[config.mk]
export PLATFORM = sky130hd
export DESIGN_NAME = decoder
export DESIGN_NICKNAME = d
export VERILOG_FILES = /design/src/rtl/decoder_pkg.sv /design/src/rtl/decoder_imm_extract.sv /design/src/rtl/decoder.sv
export SDC_FILE = /design/constraint.sdc
export NUM_CORES = 1
export LEC_CHECK = 0
export BUFFER_PORTS_ARGS = -buffer_cell sky130_fd_sc_hd__buf_2
export CAP_MARGIN = 20
export CELL_PAD_IN_SITES_DETAIL_PLACEMENT = 0
export CELL_PAD_IN_SITES_GLOBAL_PLACEMENT = 1
export CORE_MARGIN = 1
export CORE_UTILIZATION = 35
export CTS_CLUSTER_SIZE = 8
export DETAILED_ROUTE_END_ITERATION = 8
export PLACE_DENSITY = 0.93
export SYNTH_ARGS = -nofsm -noshare
export SYNTH_HDL_FRONTEND = slang
export SYNTH_SLANG_ARGS = --single-unit
[constraint.sdc]
create_clock -name clk -period 1.9 [get_ports clk]
set_input_delay 0.19 -clock clk [delete_from_list [all_inputs] [get_ports clk]]
set_output_delay 0.19 -clock clk [all_outputs]
set_load 0.01 [all_outputs]
[src/rtl/decoder_pkg.sv]
// Shared constants for the RV32 decode stage: opcode values and the
// encodings of the ALU class and immediate-extension selector outputs.
package decoder_pkg;

    localparam int DEC_DATA_WIDTH = 32;

    localparam logic [6:0] OP_LOAD   = 7'b0000011;
    localparam logic [6:0] OP_STORE  = 7'b0100011;
    localparam logic [6:0] OP_BRANCH = 7'b1100011;
    localparam logic [6:0] OP_JAL    = 7'b1101111;
    localparam logic [6:0] OP_JALR   = 7'b1100111;

    localparam logic [4:0] ALU_ADD = 5'b00000;
    localparam logic [4:0] ALU_CMP = 5'b00001;
    localparam logic [4:0] ALU_INV = 5'b00111;

    localparam logic [2:0] SX_I12  = 3'b000;
    localparam logic [2:0] SX_J20  = 3'b110;
    localparam logic [2:0] SX_NONE = 3'b111;

endpackage

[src/rtl/decoder_imm_extract.sv]
// Combinational immediate gather: reassembles the format's scattered immediate
// bits right-justified with zero upper bits, or 0 for unsupported opcodes.
module imm_extract
    import decoder_pkg::*;
#(
    parameter int DATA_WIDTH = DEC_DATA_WIDTH
) (
    input  logic [DATA_WIDTH-1:0] instruction,
    output logic [DATA_WIDTH-1:0] imm
);

    always_comb begin
        imm = '0;
        case (instruction[6:0])
            OP_LOAD, OP_JALR: imm[11:0] = instruction[31:20];
            OP_STORE:         imm[11:0] = {instruction[31:25], instruction[11:7]};
            // Branch and JAL immediates drop bit 0; the consumer shifts left by one.
            OP_BRANCH: imm[11:0] = {instruction[31], instruction[7],
                                    instruction[30:25], instruction[11:8]};
            OP_JAL:    imm[19:0] = {instruction[31], instruction[19:12],
                                    instruction[20], instruction[30:21]};
            default:   imm = '0;
        endcase
    end

endmodule

[src/rtl/decoder.sv]
// Registered RV32 decoder for load/store/branch/JAL/JALR; every other opcode
// decodes as invalid with all side effects disabled. One-cycle latency.
module decoder
    import decoder_pkg::*;
#(
    parameter int DATA_WIDTH = DEC_DATA_WIDTH,
    localparam int REG_W = $clog2(DATA_WIDTH)
) (
    input  logic                  clk,
    input  logic                  rst_n,
    input  logic [DATA_WIDTH-1:0] instruction,
    output logic [6:0]            opcode,
    output logic [2:0]            f3,
    output logic [6:0]            f7,
    output logic [REG_W-1:0]      rs1,
    output logic [REG_W-1:0]      rs2,
    output logic [REG_W-1:0]      rd,
    output logic [4:0]            alu_op,
    output logic [2:0]            sx_op,
    output logic                  mem_read,
    output logic                  mem_write,
    output logic                  reg_write,
    output logic [DATA_WIDTH-1:0] unextended_data
);

    logic [6:0]            opcode_d, opcode_q;
    logic [2:0]            f3_d, f3_q;
    logic [6:0]            f7_d, f7_q;
    logic [REG_W-1:0]      rs1_d, rs1_q;
    logic [REG_W-1:0]      rs2_d, rs2_q;
    logic [REG_W-1:0]      rd_d, rd_q;
    logic [4:0]            alu_op_d, alu_op_q;
    logic [2:0]            sx_op_d, sx_op_q;
    logic                  mem_read_d, mem_read_q;
    logic                  mem_write_d, mem_write_q;
    logic                  reg_write_d, reg_write_q;
    logic [DATA_WIDTH-1:0] imm_d, imm_q;

    imm_extract #(.DATA_WIDTH(DATA_WIDTH)) u_imm_extract (
        .instruction (instruction),
        .imm         (imm_d)
    );

    always_comb begin
        opcode_d    = instruction[6:0];
        f3_d        = instruction[14:12];
        f7_d        = instruction[31:25];
        rs1_d       = '0;
        rs2_d       = '0;
        rd_d        = '0;
        alu_op_d    = ALU_INV;
        sx_op_d     = SX_NONE;
        mem_read_d  = 1'b0;
        mem_write_d = 1'b0;
        reg_write_d = 1'b0;
        case (instruction[6:0])
            OP_LOAD: begin
                alu_op_d    = ALU_ADD;
                sx_op_d     = SX_I12;
                mem_read_d  = 1'b1;
                reg_write_d = 1'b1;
                rs1_d       = instruction[19:15];
                rd_d        = instruction[11:7];
            end
            OP_STORE: begin
                alu_op_d    = ALU_ADD;
                sx_op_d     = SX_I12;
                mem_write_d = 1'b1;
                rs1_d       = instruction[19:15];
                rs2_d       = instruction[24:20];
            end
            OP_BRANCH: begin
                alu_op_d = ALU_CMP;
                sx_op_d  = SX_I12;
                rs1_d    = instruction[19:15];
                rs2_d    = instruction[24:20];
            end
            OP_JAL: begin
                alu_op_d    = ALU_ADD;
                sx_op_d     = SX_J20;
                reg_write_d = 1'b1;
                rd_d        = instruction[11:7];
            end
            OP_JALR: begin
                alu_op_d    = ALU_ADD;
                sx_op_d     = SX_I12;
                reg_write_d = 1'b1;
                rs1_d       = instruction[19:15];
                rd_d        = instruction[11:7];
            end
            default: ;
        endcase
    end

    // Reset overrides the instruction, so an in-flight decode is discarded.
    always_ff @(posedge clk) begin
        if (!rst_n) begin
            opcode_q    <= '0;
            f3_q        <= '0;
            f7_q        <= '0;
            rs1_q       <= '0;
            rs2_q       <= '0;
            rd_q        <= '0;
            alu_op_q    <= ALU_INV;
            sx_op_q     <= SX_NONE;
            mem_read_q  <= 1'b0;
            mem_write_q <= 1'b0;
            reg_write_q <= 1'b0;
            imm_q       <= '0;
        end else begin
            opcode_q    <= opcode_d;
            f3_q        <= f3_d;
            f7_q        <= f7_d;
            rs1_q       <= rs1_d;
            rs2_q       <= rs2_d;
            rd_q        <= rd_d;
            alu_op_q    <= alu_op_d;
            sx_op_q     <= sx_op_d;
            mem_read_q  <= mem_read_d;
            mem_write_q <= mem_write_d;
            reg_write_q <= reg_write_d;
            imm_q       <= imm_d;
        end
    end

    assign opcode          = opcode_q;
    assign f3              = f3_q;
    assign f7              = f7_q;
    assign rs1             = rs1_q;
    assign rs2             = rs2_q;
    assign rd              = rd_q;
    assign alu_op          = alu_op_q;
    assign sx_op           = sx_op_q;
    assign mem_read        = mem_read_q;
    assign mem_write       = mem_write_q;
    assign reg_write       = reg_write_q;
    assign unextended_data = imm_q;

endmodule

# Word level (Yosys, flattened, before mapping)
# Cells that the tools add are included.
[totals] register_bits=75 inputBits=34 out_inout_bits=75 wordCells=34
[op_classes] eq_ne=5 mux=6 n_reduce_logical=9
[op_table] op="case mux 12 bit (4 select lines)" count=1
[op_table] op="equality test 7 bit, second input constant" count=3
[op_table] op="case mux 3 bit (2 select lines)" count=2
[op_table] op="AND reduction 2 bit" count=4
[op_table] op="OR reduction 4 bit" count=2
[op_table] op="equality test 7 x 2 -> 1 bit, second input constant" count=1
[op_table] op="equality test 7 x 6 -> 1 bit, second input constant" count=1
[op_table] op="OR reduction 2 bit" count=2
[op_table] op="two-way mux 1 bit" count=3
[op_table] op="OR reduction 3 bit" count=1

# Depth between registers and ports, before layout
[logic_depth] word_depth=3 ltp_mapped=6 ltp_nobuf=4

# Modules after synthesis
# A second synthesis with hierarchy kept.
[hier_totals] hier_cells=235 hier_area_um2=2598.7
[modules_own_cells] module="decoder" n_inst=1 cells_each=165 area_each_um2=2058.2
[modules_own_cells] module="imm_extract" n_inst=1 cells_each=70 area_each_um2=540.5

# Worst setup path before layout
# OpenSTA, ideal clock, no wires.
[synth_timing] kind="input to register" startpoint="in instruction[6]" endpoint="reg imm_q[2], in the netlist unextended_data[2]" t_arrival_ns=1.153 required_ns=1.834 setup_slack_ns=0.681 stages=6 path_buffers=2 path_cell_list="buf_2 nand3b_4 nor3_4 o21ai_4 buf_6 a21oi_2"
[synth_via] elab_chain_len=3
[synth_rtl] item="from (decl)" line_no="decoder.sv:11" source="input logic [DATA_WIDTH-1:0] instruction,"
[synth_rtl] item="equality test 7 x 2 -> 1 bit or equality test 7 bit (tied branches)" line_no="decoder_imm_extract.sv:14" source="case (instruction[6:0])"
[synth_rtl] item="OR reduction 2 bit" line_no="decoder_imm_extract.sv:14"
[synth_rtl] item="case mux 12 bit (4 select lines) *" line_no="decoder_imm_extract.sv:14"
[synth_rtl] item="to (signal assigned)" line_no="decoder.sv:122" source="imm_q <= imm_d;"
[synth_rtl] item="to (decl)" line_no="decoder.sv:37" source="logic [DATA_WIDTH-1:0] imm_d, imm_q;"
# Every way passes the cells marked *; elsewhere a longest branch is shown, timed or not.
# A chain may end at the register's enable or synchronous reset.

# Worst setup path in the final report
[layout_timing] startpoint="in instruction[6]" endpoint="reg alu_op_q[0], in the netlist alu_op[0]"
[layout_via] elab_chain_len=3
[layout_rtl] item="equality test 7 x 2 -> 1 bit, or another cell as far along" line_no="decoder.sv:56" source="case (instruction[6:0])"
[layout_rtl] item="OR reduction 4 bit (no source line)"
[layout_rtl] item="case mux 3 bit (2 select lines) *" line_no="decoder.sv:56"
[layout_rtl] item="to (signal assigned)" line_no="decoder.sv:117" source="alu_op_q <= alu_op_d;"
[layout_rtl] item="to (decl)" line_no="decoder.sv:32" source="logic [4:0] alu_op_d, alu_op_q;"
# Marked as above.

==> metrics.md <==
| Metric | Value |
|---|---|
| Crit path time final | `approximately 1.1 ns` |
| Most frequent cells in the layout | `buf_2 (94), dfxtp_1 (59), and2_1 (30)` |
| Hold slack | `between 0.06 and 0.07 ns` |
| Multi-input combinational cell area | `~830 µm²` |
| Routed via count | `between 1500 and 2000` |
| Max cap viols | `0` |
| WP depth | `5` |
| Worst Setup Start Kind | `primary input` |
| Layout fillers | `569` |
| Buf/Inv on CP | `1` |
| Worst hold start | `instruction[15]` |
| Core ar. | `around 5900 µm²` |
| Worst-path maximum fanout | `14` |
| Critical Path Start | `instruction[6]` |
| Root Driver | `clkbuf_8` |
| HPWL Detailed | `around 3500 µm` |
| Final setup margin | `approximately 0.75 ns` |
| H-tree level count | `3` |
| Critical Path AT | `roughly 1.4 ns` |
| Commonest non-fill, non-tap cell in the layout | `buf_2` |
| Placer's final routability congestion estimate | `approximately 0.72` |
| Final Hold Viols | `0` |
| Ports | `109` |
| # port buffers | `between 90 and 100` |
| Avg Inst Size Synth | `roughly 11 µm²` |
| Setup Buffers After CTS | `0` |
| Worst slew margin | `0.6654` |
| Count of cell types in the netlist | `33` |
| Total CTS buffers | `9` |
| Fin crit share | `0.6035` |
| Worst path top cell family by delay | `simple AND/OR/NAND/NOR gates` |
| Hold Path Class | `in2reg` |
| Die height | `between 80 and 90 µm` |
| Total global-route track usage | `0.1558` |
| CTS tree | `built` |
| Initial Util | `0.3624` |
| Reg clk slew, reported paths | `0.07 ns` |
| Die X | `~80 µm` |
| CP Class | `in2reg` |
| Crit path capture type | `flip-flop` |
| Status | `finished clean` |
| Final #Nets | `between 300 and 400` |
| Slew of the pin with the lowest slew margin | `0.5000 ns` |
| Max-slew violation count | `0` |
| Worst path max stage delay | `0.33 ns` |
| Final core utilization | `0.4698` |
| Initial DRC Count | `69` |
| Netlist Area Pre-Place | `between 2000 and 2500 µm²` |
| Area growth from synthesis to layout | `29.62%` |
| Setup TNS | `0 ns` |
| Final ANT Viol Nets | `0` |
| Synth Instances | `190` |
| Pwr/cell area | `around 900 nW/µm²` |
| Flops & latches, synth | `approximately 60` |
| Share of cells above drive strength 1 | `0.4742` |
| Hold buffers post-CTS | `0` |
| Clock sinks | `between 50 and 60` |
| # rows | `28` |
| Synthesis Warnings | `0` |
| Initial antenna violation count | `0` |
| Die footprint | `around 6400 µm²` |
| Ant. Diodes | `0` |
| CTS resizes | `0` |
| End of the critical path | `alu_op[0]` |
| Post-synthesis sequential area ratio | `0.5504` |
| Register area | `1181 µm²` |
| # DRC | `0` |
| Max Freq | `between 800 and 900 MHz` |
| Worst Path Required | `about 2.1 ns` |
| Number of global-route vias before repair | `1441` |
| Via density | `roughly 4.4` |
| Leakage | `approximately 1.3 nW` |
| Drt total wl | `roughly 4700 µm` |
| Final setup fails | `0` |
| RSZ-0062 raised after global routing | `false` |
| Clk buf depth | `2` |
| First-pass GRT wire length | `slightly above 7000 µm` |
| CP Cell Sequence | `buf_2, nand3b_4, nor3_4, o21ai_4, o21bai_1` |
| Slowest cell on crit path | `nor3_4` |
| Gr ovfl total | `0` |
| Largest net degree at the start of global routing | `29` |
| DR WL/cell | `around 13 µm` |
| Initial DRT Pass Iterations | `4` |
| Worst slack, placed | `a little under 0.4 ns` |
| VDD IR max | `a little under 0.0004 V` |
state kept, by name, summed over array words and instances, names as in the netlist:
register / count
alu_op: 2
unextended_data: 20
rd: 5
mem_write: 1
f3: 3
sx_op: 2
mem_read: 1
opcode: 7
rs1: 5
rs2: 5
f7: 7
reg_write: 1
power by group:
group          switching (mW)  internal (mW)
Combinational           0.105         0.0696
Sequential            0.00488           1.26
Clock                   0.489          0.534
synthesized netlist by cell type:
library cell   n  share of area
a21oi_1        3         0.0070
nor2b_1        1         0.0029
nand2_2        1         0.0029
o21ai_0       12          0.028
and2_1        30          0.087
o21ai_1        1         0.0023
o21a_1         1         0.0035
xor2_1         1         0.0041
dfxtp_1       59           0.55
o21ai_4        1         0.0076
nand3b_4       1         0.0093
a22oi_1        4          0.014
nor3b_1        1         0.0035
mux2_2         4          0.021
a21oi_2        9          0.037
nor4_4         2          0.020
a32oi_1        1         0.0041
or3_1          1         0.0029
nand2_1        7          0.012
nor3_4         2          0.015
buf_2          2         0.0047
nor3b_2        1         0.0058
and3_1        12          0.035
nor3_2         3          0.014
conb_1         1         0.0017
o21a_2         1         0.0041
inv_1          3         0.0052
buf_4         17          0.059
nand4bb_4      1          0.013
clkbuf_1       3         0.0052
a31oi_1        1         0.0029
o21bai_1       1         0.0035
buf_6          2          0.010
area by class of cell:
type | count | area share
Timing Repair Buffer | 96 | 0.1745
Inverter | 3 | 0.004049
Sequential cell | 59 | 0.4246
Clock inverter | 5 | 0.009897
Multi-Input combinational cell | 117 | 0.2987
Clock buffer | 11 | 0.05443
Tap cell | 75 | 0.03374
logic make-up (layout without fill, tap and decap cells):
family	after synthesis	count (layout)	share of synthesized area
AO/OA/AOI/OAI	35	35	0.1137
buffers and inverters	27	115	0.08513
flip-flops	59	59	0.5504
other	1	14	0.001748
AND/OR/NAND/NOR	63	63	0.2239
XOR/XNOR	1	1	0.004082
multiplexers	4	4	0.02099
routing by layer:
layer	track usage	part of all wire
met1	0.1872	0.44
met2	0.2368	0.45
met4	0.09821	0.027
met3	0.05341	0.085
met5	0	0
worst min path at each step:
stage | depth (start not counted) | endpoint | slack (ns)
after floorplan | 1 | f3[0] | 0.31
after global placement | 2 | rs1[2] | 0.40
after detailed placement | 2 | rs1[0] | 0.41
after CTS | 2 | rs1[2] | 0.05
after global routing | 2 | rs1[4] | 0.07
final | 2 | rs1[0] | 0.06
metrics by stage:
stage | power [mW] | area, µm² | cells
after CTS | 2.489 | 2781 | 366
after floorplan | 1.402 | 2195 | 203
after global placement | 1.464 | 2603 | 350
after detailed placement | 1.468 | 2603 | 350
after global routing | 2.565 | 2781 | 366
final | 2.462 | 2781 | 366
Note: power is estimated with default switching activity, not from simulation.
